[src/rtl/cnn_pkg.sv]
// ---------------------------------------------------------------------------
// cnn_pkg
// Shared definitions for the CNN requantisation datapath.
//   CNN_PROD_W : width of the signed product from the 8x8 multiplier stage
//   CNN_OUT_W  : width of the signed activation handed to the next layer
//   CNN_ACC_W  : default accumulator width
//   acc_state_t: handshake state of the product accumulator
// ---------------------------------------------------------------------------
package cnn_pkg;

    localparam int CNN_PROD_W = 16;
    localparam int CNN_OUT_W  = 8;
    localparam int CNN_ACC_W  = 24;

    typedef enum logic {
        ACCUM = 1'b0,
        OUT   = 1'b1
    } acc_state_t;

endpackage : cnn_pkg

[src/rtl/acc_round_sat.sv]
// ---------------------------------------------------------------------------
// acc_round_sat
// Purely combinational requantiser: arithmetic right shift with
// round-half-up, then saturation to a signed OUT_W value.
// Optional ReLU on the saturated result when ACC_RELU_EN is defined.
//
// Ports:
//   sum  in  ACC_W  signed accumulator value
//   res  out OUT_W  rounded, shifted, saturated (optionally ReLU'd) value
// ---------------------------------------------------------------------------
module acc_round_sat #(
    parameter int ACC_W = 24,
    parameter int SHIFT = 7,
    parameter int OUT_W = 8
) (
    input  logic [ACC_W-1:0] sum,
    output logic [OUT_W-1:0] res
);

    // The rounding add is done one bit wider than the accumulator so that
    // the most positive sum plus the half-LSB constant cannot wrap.
    localparam logic signed [ACC_W:0] HALF    = {{ACC_W{1'b0}}, 1'b1} << (SHIFT - 1);
    localparam logic signed [ACC_W:0] SAT_MAX = {{(ACC_W-OUT_W+2){1'b0}}, {(OUT_W-1){1'b1}}};
    localparam logic signed [ACC_W:0] SAT_MIN = {{(ACC_W-OUT_W+2){1'b1}}, {(OUT_W-1){1'b0}}};

    logic signed [ACC_W:0]   rounded;
    logic signed [ACC_W:0]   shifted;
    logic        [OUT_W-1:0] sat;

    // Round, shift, clamp into the signed OUT_W range.
    always_comb begin
        rounded = $signed({sum[ACC_W-1], sum}) + HALF;
        shifted = rounded >>> SHIFT;
        if (shifted > SAT_MAX) begin
            sat = SAT_MAX[OUT_W-1:0];
        end else if (shifted < SAT_MIN) begin
            sat = SAT_MIN[OUT_W-1:0];
        end else begin
            sat = shifted[OUT_W-1:0];
        end
    end

    // Fused ReLU clamps negatives to zero; otherwise pass through.
`ifdef ACC_RELU_EN
    always_comb begin
        res = sat[OUT_W-1] ? '0 : sat;
    end
`else
    always_comb begin
        res = sat;
    end
`endif

endmodule : acc_round_sat

[src/rtl/product_accumulator.sv]
// ---------------------------------------------------------------------------
// product_accumulator
// Sums NUM_TERMS signed products from one multiplier lane, then requantises
// the sum (shift right with round-half-up, saturate to OUT_W) for the next
// layer. Valid/ready handshakes on both sides; one output per window.
// Optional macro: ACC_RELU_EN (fuses a ReLU onto out_data; out_acc is raw).
//
// Ports:
//   clk         in   rising-edge clock
//   rst_n       in   synchronous, active-low reset
//   in_valid    in   in_product is valid
//   in_ready    out  a product is accepted this cycle when in_valid is high
//   in_product  in   PROD_W signed product
//   out_valid   out  out_data/out_acc are valid
//   out_ready   in   downstream accepts the output
//   out_data    out  OUT_W rounded, shifted, saturated result
//   out_acc     out  ACC_W raw window sum (debug)
//   busy        out  a window is partially accumulated or an output is pending
// ---------------------------------------------------------------------------
module product_accumulator
    import cnn_pkg::*;
#(
    parameter int PROD_W    = CNN_PROD_W,
    parameter int ACC_W     = CNN_ACC_W,
    parameter int NUM_TERMS = 9,
    parameter int SHIFT     = 7,
    parameter int OUT_W     = CNN_OUT_W
) (
    input  logic              clk,
    input  logic              rst_n,
    input  logic              in_valid,
    output logic              in_ready,
    input  logic [PROD_W-1:0] in_product,
    output logic              out_valid,
    input  logic              out_ready,
    output logic [OUT_W-1:0]  out_data,
    output logic [ACC_W-1:0]  out_acc,
    output logic              busy
);

    localparam int              CNT_W    = $clog2(NUM_TERMS + 1);
    localparam logic [CNT_W-1:0] LAST_CNT = CNT_W'(NUM_TERMS - 1);

    acc_state_t       state_q;
    acc_state_t       state_d;
    logic [ACC_W-1:0] acc;
    logic [ACC_W-1:0] acc_next;
    logic [CNT_W-1:0] count;
    logic             accept;
    logic             last_term;
    logic [OUT_W-1:0] sat_next;

    // The running sum including the product on the input this cycle; the
    // requantiser works on it directly so the result can be registered on
    // the same edge that accepts the final term.
    assign acc_next = acc + {{(ACC_W-PROD_W){in_product[PROD_W-1]}}, in_product};

    acc_round_sat #(
        .ACC_W (ACC_W),
        .SHIFT (SHIFT),
        .OUT_W (OUT_W)
    ) u_round_sat (
        .sum (acc_next),
        .res (sat_next)
    );

    // Next-state and handshake decode. No bypass from OUT back into the
    // input side: in_ready only rises the cycle after the output drains.
    always_comb begin
        state_d   = state_q;
        in_ready  = 1'b0;
        accept    = 1'b0;
        last_term = 1'b0;
        case (state_q)
            ACCUM: begin
                in_ready  = 1'b1;
                accept    = in_valid;
                last_term = in_valid && (count == LAST_CNT);
                if (last_term) begin
                    state_d = OUT;
                end
            end
            OUT: begin
                if (out_ready) begin
                    state_d = ACCUM;
                end
            end
            default: begin
                state_d = ACCUM;
            end
        endcase
    end

    // State register.
    always_ff @(posedge clk) begin
        if (!rst_n) begin
            state_q <= ACCUM;
        end else begin
            state_q <= state_d;
        end
    end

    // Accumulator, term counter and the held output pair. out_data/out_acc
    // only change when a window completes, so they stay stable in OUT.
    always_ff @(posedge clk) begin
        if (!rst_n) begin
            acc      <= '0;
            count    <= '0;
            out_data <= '0;
            out_acc  <= '0;
        end else if (accept) begin
            if (last_term) begin
                out_acc  <= acc_next;
                out_data <= sat_next;
                acc      <= '0;
                count    <= '0;
            end else begin
                acc      <= acc_next;
                count    <= count + CNT_W'(1);
            end
        end
    end

    assign out_valid = (state_q == OUT);
    assign busy      = (count != '0) || out_valid;

endmodule : product_accumulator
[config.mk]
export PLATFORM = sky130hd
export DESIGN_NAME = product_accumulator
export DESIGN_NICKNAME = d
export VERILOG_FILES = /design/src/rtl/cnn_pkg.sv /design/src/rtl/acc_round_sat.sv /design/src/rtl/product_accumulator.sv
export SDC_FILE = /design/constraint.sdc
export NUM_CORES = 1
export LEC_CHECK = 0
export BUFFER_PORTS_ARGS = -buffer_cell sky130_fd_sc_hd__clkbuf_2
export CAP_MARGIN = 10
export CORE_MARGIN = 2
export CORE_UTILIZATION = 36
export DETAILED_ROUTE_END_ITERATION = 10
export PLACE_DENSITY = 0.54
export SLEW_MARGIN = 20
export SYNTH_ARGS = -nofsm -noshare
export SYNTH_HDL_FRONTEND = slang
export SYNTH_SLANG_ARGS = --single-unit
export TNS_END_PERCENT = 30
[constraint.sdc]
create_clock -name clk -period 3.7 [get_ports clk]
set_input_delay 0.37 -clock clk [delete_from_list [all_inputs] [get_ports clk]]
set_output_delay 0.37 -clock clk [all_outputs]
set_load 0.005 [all_outputs]
==> metrics.yaml <==
outcome: "finished with violations"
violations: "negative setup slack"
cap_violations: 0
wl_um: 13600
die_w_um: 116
powerDensity_nw_per_um2: 463
synth_edf_count: 0
drcViolationCount: 0
wl_per_cell_um: 16.1
cts_tree: "built"
insertion_delay_ns: 0.33
pwr-share-comb_pct: 44.0
place.port_buffers: 54
hold_violations: 0
synth_top_flop_cell: "dfxtp_1"
yosys_register_bits: 61
leakagePower_nw: 2.51
vias: 4497
p_clk_share_pct: 30.2
slew-limit-headroom_pct: 29.1
cp-end-kind: "register"
grtUsageTotal_pct: 20.4
fp.dieH_um: 116
syn-num-nets: 601
skew_ns: 0.00441
max-clock-path-buffers: 2
swShare_pct: 36.1
grt_overflow: 0
grt_pass1_vias: 4291
first_pass_iters: 4
async_reset_ff_share_pct: 0
die_area_sq_um: 13600
drv_slew: 0
seqPwrFrac_pct: 25.8
finalCritPeriodShare_pct: 100
power_mw: 2.75
synth_seq_area_share_pct: 26.8
drive_gt1_share_pct: 31.0
worstMarginPinSlew_ns: 1.06
cts_made_buffers: 9
finalSetupViolations: 5
pre_cts_ws_ns: -0.165
fin_util_pct: 47.8
ys.warnings.count: 0
max_freq_ghz: 0.270
critPathMaxFanout: 8
cts.sinks: 61
period_needed_ns: 3.71
grt_antenna_before_repair: 0
ioPinCount: 55
met3_usage_pct: 4.00
ant_nets: 0
grt_pass1_wl_um: 21600
coreArea_sq_um: 12500
peakVddDrop_mv: 0.360
power.switching_mw: 0.996
synth.distinct_cells: 75
arrival_ns: 3.93
cts_root_buf: "clkbuf_16"
postSynthAreaPerCell_sq_um: 8.22
initial_core_util_pct: 36.5
core.rowCount: 41
rsz0062_at_grt: "yes"
setup_ws_ns: -0.00652
hold_buffers: 0
area_delta_synth_final_pct: 30.7
timing.setup.tns_ns: -0.0216
htree_levels: 3
routed_via_density: 5.33
clkTransAtPathRegs_ns: 0.05
gr-max-usage-layer: "met2"
dp_hpwl_um: 10300
grt_max_degree: 61
start_kind: "register"
intPower_mw: 1.76
num_antenna_cells: 0
grt_util_met1_pct: 26.5
gr-usage-met2_pct: 33.4
dr.first_iter.drc_count: 207
nNetsFinal: 714
netlist_instances: 554
cp.required_ns: 3.92
gp_congestion: 0.899
min_path_type: "input port to register"
crit_type: "register to register"
synthesis.area_sq_um: 4550
layer usage:
layer  up-vias  part of all wire [%]
met3        16                   2.4
met4         0                   1.8
li1       2245                     -
met2        70                    48
met5         -                     0
met1      2166                    47
flip-flops by register name, indices dropped and copies added, names as in the netlist:
register,flops
out_data,8
out_valid,1
acc,24
out_acc,24
count,4
synth_stat cells, drive strengths merged (3+ instances only):
master / instances / area share (%)
nand2: 78 / 6.5
dfxtp: 61 / 27
nor2: 45 / 3.8
a21oi: 27 / 3.3
nor2b: 27 / 3.7
ha: 26 / 7.1
a22oi: 23 / 4.1
a21boi: 22 / 3.6
o21ai: 21 / 2.4
clkbuf: 20 / 1.6
nand3: 18 / 2.6
xnor2: 18 / 3.6
a211oi: 12 / 3.0
inv: 12 / 0.99
nor3: 12 / 1.7
a21o: 10 / 1.7
o211ai: 10 / 1.9
and3: 9 / 1.6
and2: 8 / 1.1
buf: 8 / 0.96
o211a: 8 / 1.8
o221a: 8 / 2.0
xor2: 8 / 1.5
o21a: 6 / 0.99
nand4: 5 / 0.69
nor4: 5 / 1.0
or3: 4 / 0.55
a211o: 3 / 0.58
a31oi: 3 / 0.55
and4: 3 / 0.58
mux2i: 3 / 0.66
nand2b: 3 / 0.41
nor3b: 3 / 0.60
critical path, stage by stage, from the launching register on:
cell and delay, ns:
dfxtp_2 0.35, ha_4 0.13, inv_2 0.03, fa_2 0.33, and2b_2 0.25, o211ai_1 0.13
a21o_2 0.30, a211oi_4 0.28, nand3_4 0.20, nor3_4 0.39, nand2_1 0.11, o21ai_2 0.19
nand3_2 0.11, a2111oi_4 0.39, a21oi_4 0.15, o221a_1 0.24
what timing repair did:
| action | CTS | global route |
|---|---|---|
| setup endpoints to repair | 7 | 7 |
| hold endpoints to repair | 0 | 0 |
| pin swaps | 3 | 26 |
| gates resized for setup | 4 | 33 |
| setup buffers | 0 | 9 |
per-stage QoR:
| step | cells | hold WS, ns | area [sq um] |
|---|---|---|---|
| after floorplan | 554 | 0.445 | 4560 |
| after global placement | 819 | 0.457 | 5430 |
| after detailed placement | 819 | 0.464 | 5430 |
| after CTS | 835 | 0.332 | 5750 |
| after global routing | 844 | 0.366 | 5950 |
| final | 844 | 0.348 | 5950 |
power by group through the flow:
stage,sequential (mW),clock [mW],combinational (mW)
after floorplan,0.718,0,0.723
after global placement,0.722,0,1.11
after detailed placement,0.723,0,1.12
after CTS,0.710,0.862,1.13
after global routing,0.714,0.887,1.32
final,0.711,0.832,1.21
layout make-up:
| type | instances | area, sq um |
|---|---|---|
| fillers | 1262 | 6510 |
| inverters | 12 | 45.0 |
| repair buffers | 130 | 841 |
| flip-flops and latches | 61 | 1220 |
| clock inverters | 4 | 47.5 |
| multi-input cells | 453 | 3340 |
| clock buffers | 12 | 246 |
| well taps | 172 | 215 |
layout by cell type, fill, tap and decap left out, types with 5 or more instances in the layout:
| cell | count |
|---|---|
| a211oi_1 | 6 |
| a21boi_0 | 21 |
| a21o_1 | 9 |
| a21oi_1 | 20 |
| a21oi_2 | 5 |
| a22oi_1 | 22 |
| and2_1 | 7 |
| and3_1 | 5 |
| buf_4 | 76 |
| clkbuf_16 | 9 |
| clkbuf_2 | 54 |
| dfxtp_1 | 60 |
| ha_1 | 23 |
| inv_1 | 11 |
| nand2_1 | 77 |
| nand3_1 | 10 |
| nand3_2 | 6 |
| nand4_1 | 5 |
| nor2_1 | 40 |
| nor2b_1 | 27 |
| nor3_1 | 9 |
| o211a_1 | 8 |
| o211ai_1 | 8 |
| o21a_1 | 6 |
| o21ai_0 | 12 |
| o21ai_1 | 7 |
| o221a_1 | 8 |
| xnor2_1 | 17 |
| xor2_1 | 6 |
worst paths after layout:
kind | startpoint | to | slack [ns] | cells past startpoint
setup / recovery | acc[0]$_SDFFE_PN0P_ | out_data[0]$_SDFFE_PN0P_ | -0.007 | 15
hold / removal | out_ready | out_valid$_SDFF_PN0_ | 0.35 | 3
setup reg to reg | acc[0]$_SDFFE_PN0P_ | out_data[0]$_SDFFE_PN0P_ | -0.007 | 15
hold reg to reg | out_acc[10]$_SDFFE_PN0P_ | out_acc[10]$_SDFFE_PN0P_ | 0.46 | 2
cell families after synthesis:
kind of cell,count (synthesis),synth area share [%]
AND/OR/NAND/NOR,226,26.1
AO/OA/AOI/OAI,169,29.6
flip-flops,61,26.8
buffers and inverters,40,3.60
adder cells (fa/ha/maj),27,7.58
XOR/XNOR,26,5.16
multiplexers,5,1.15
(Power assumes the default switching activity.)
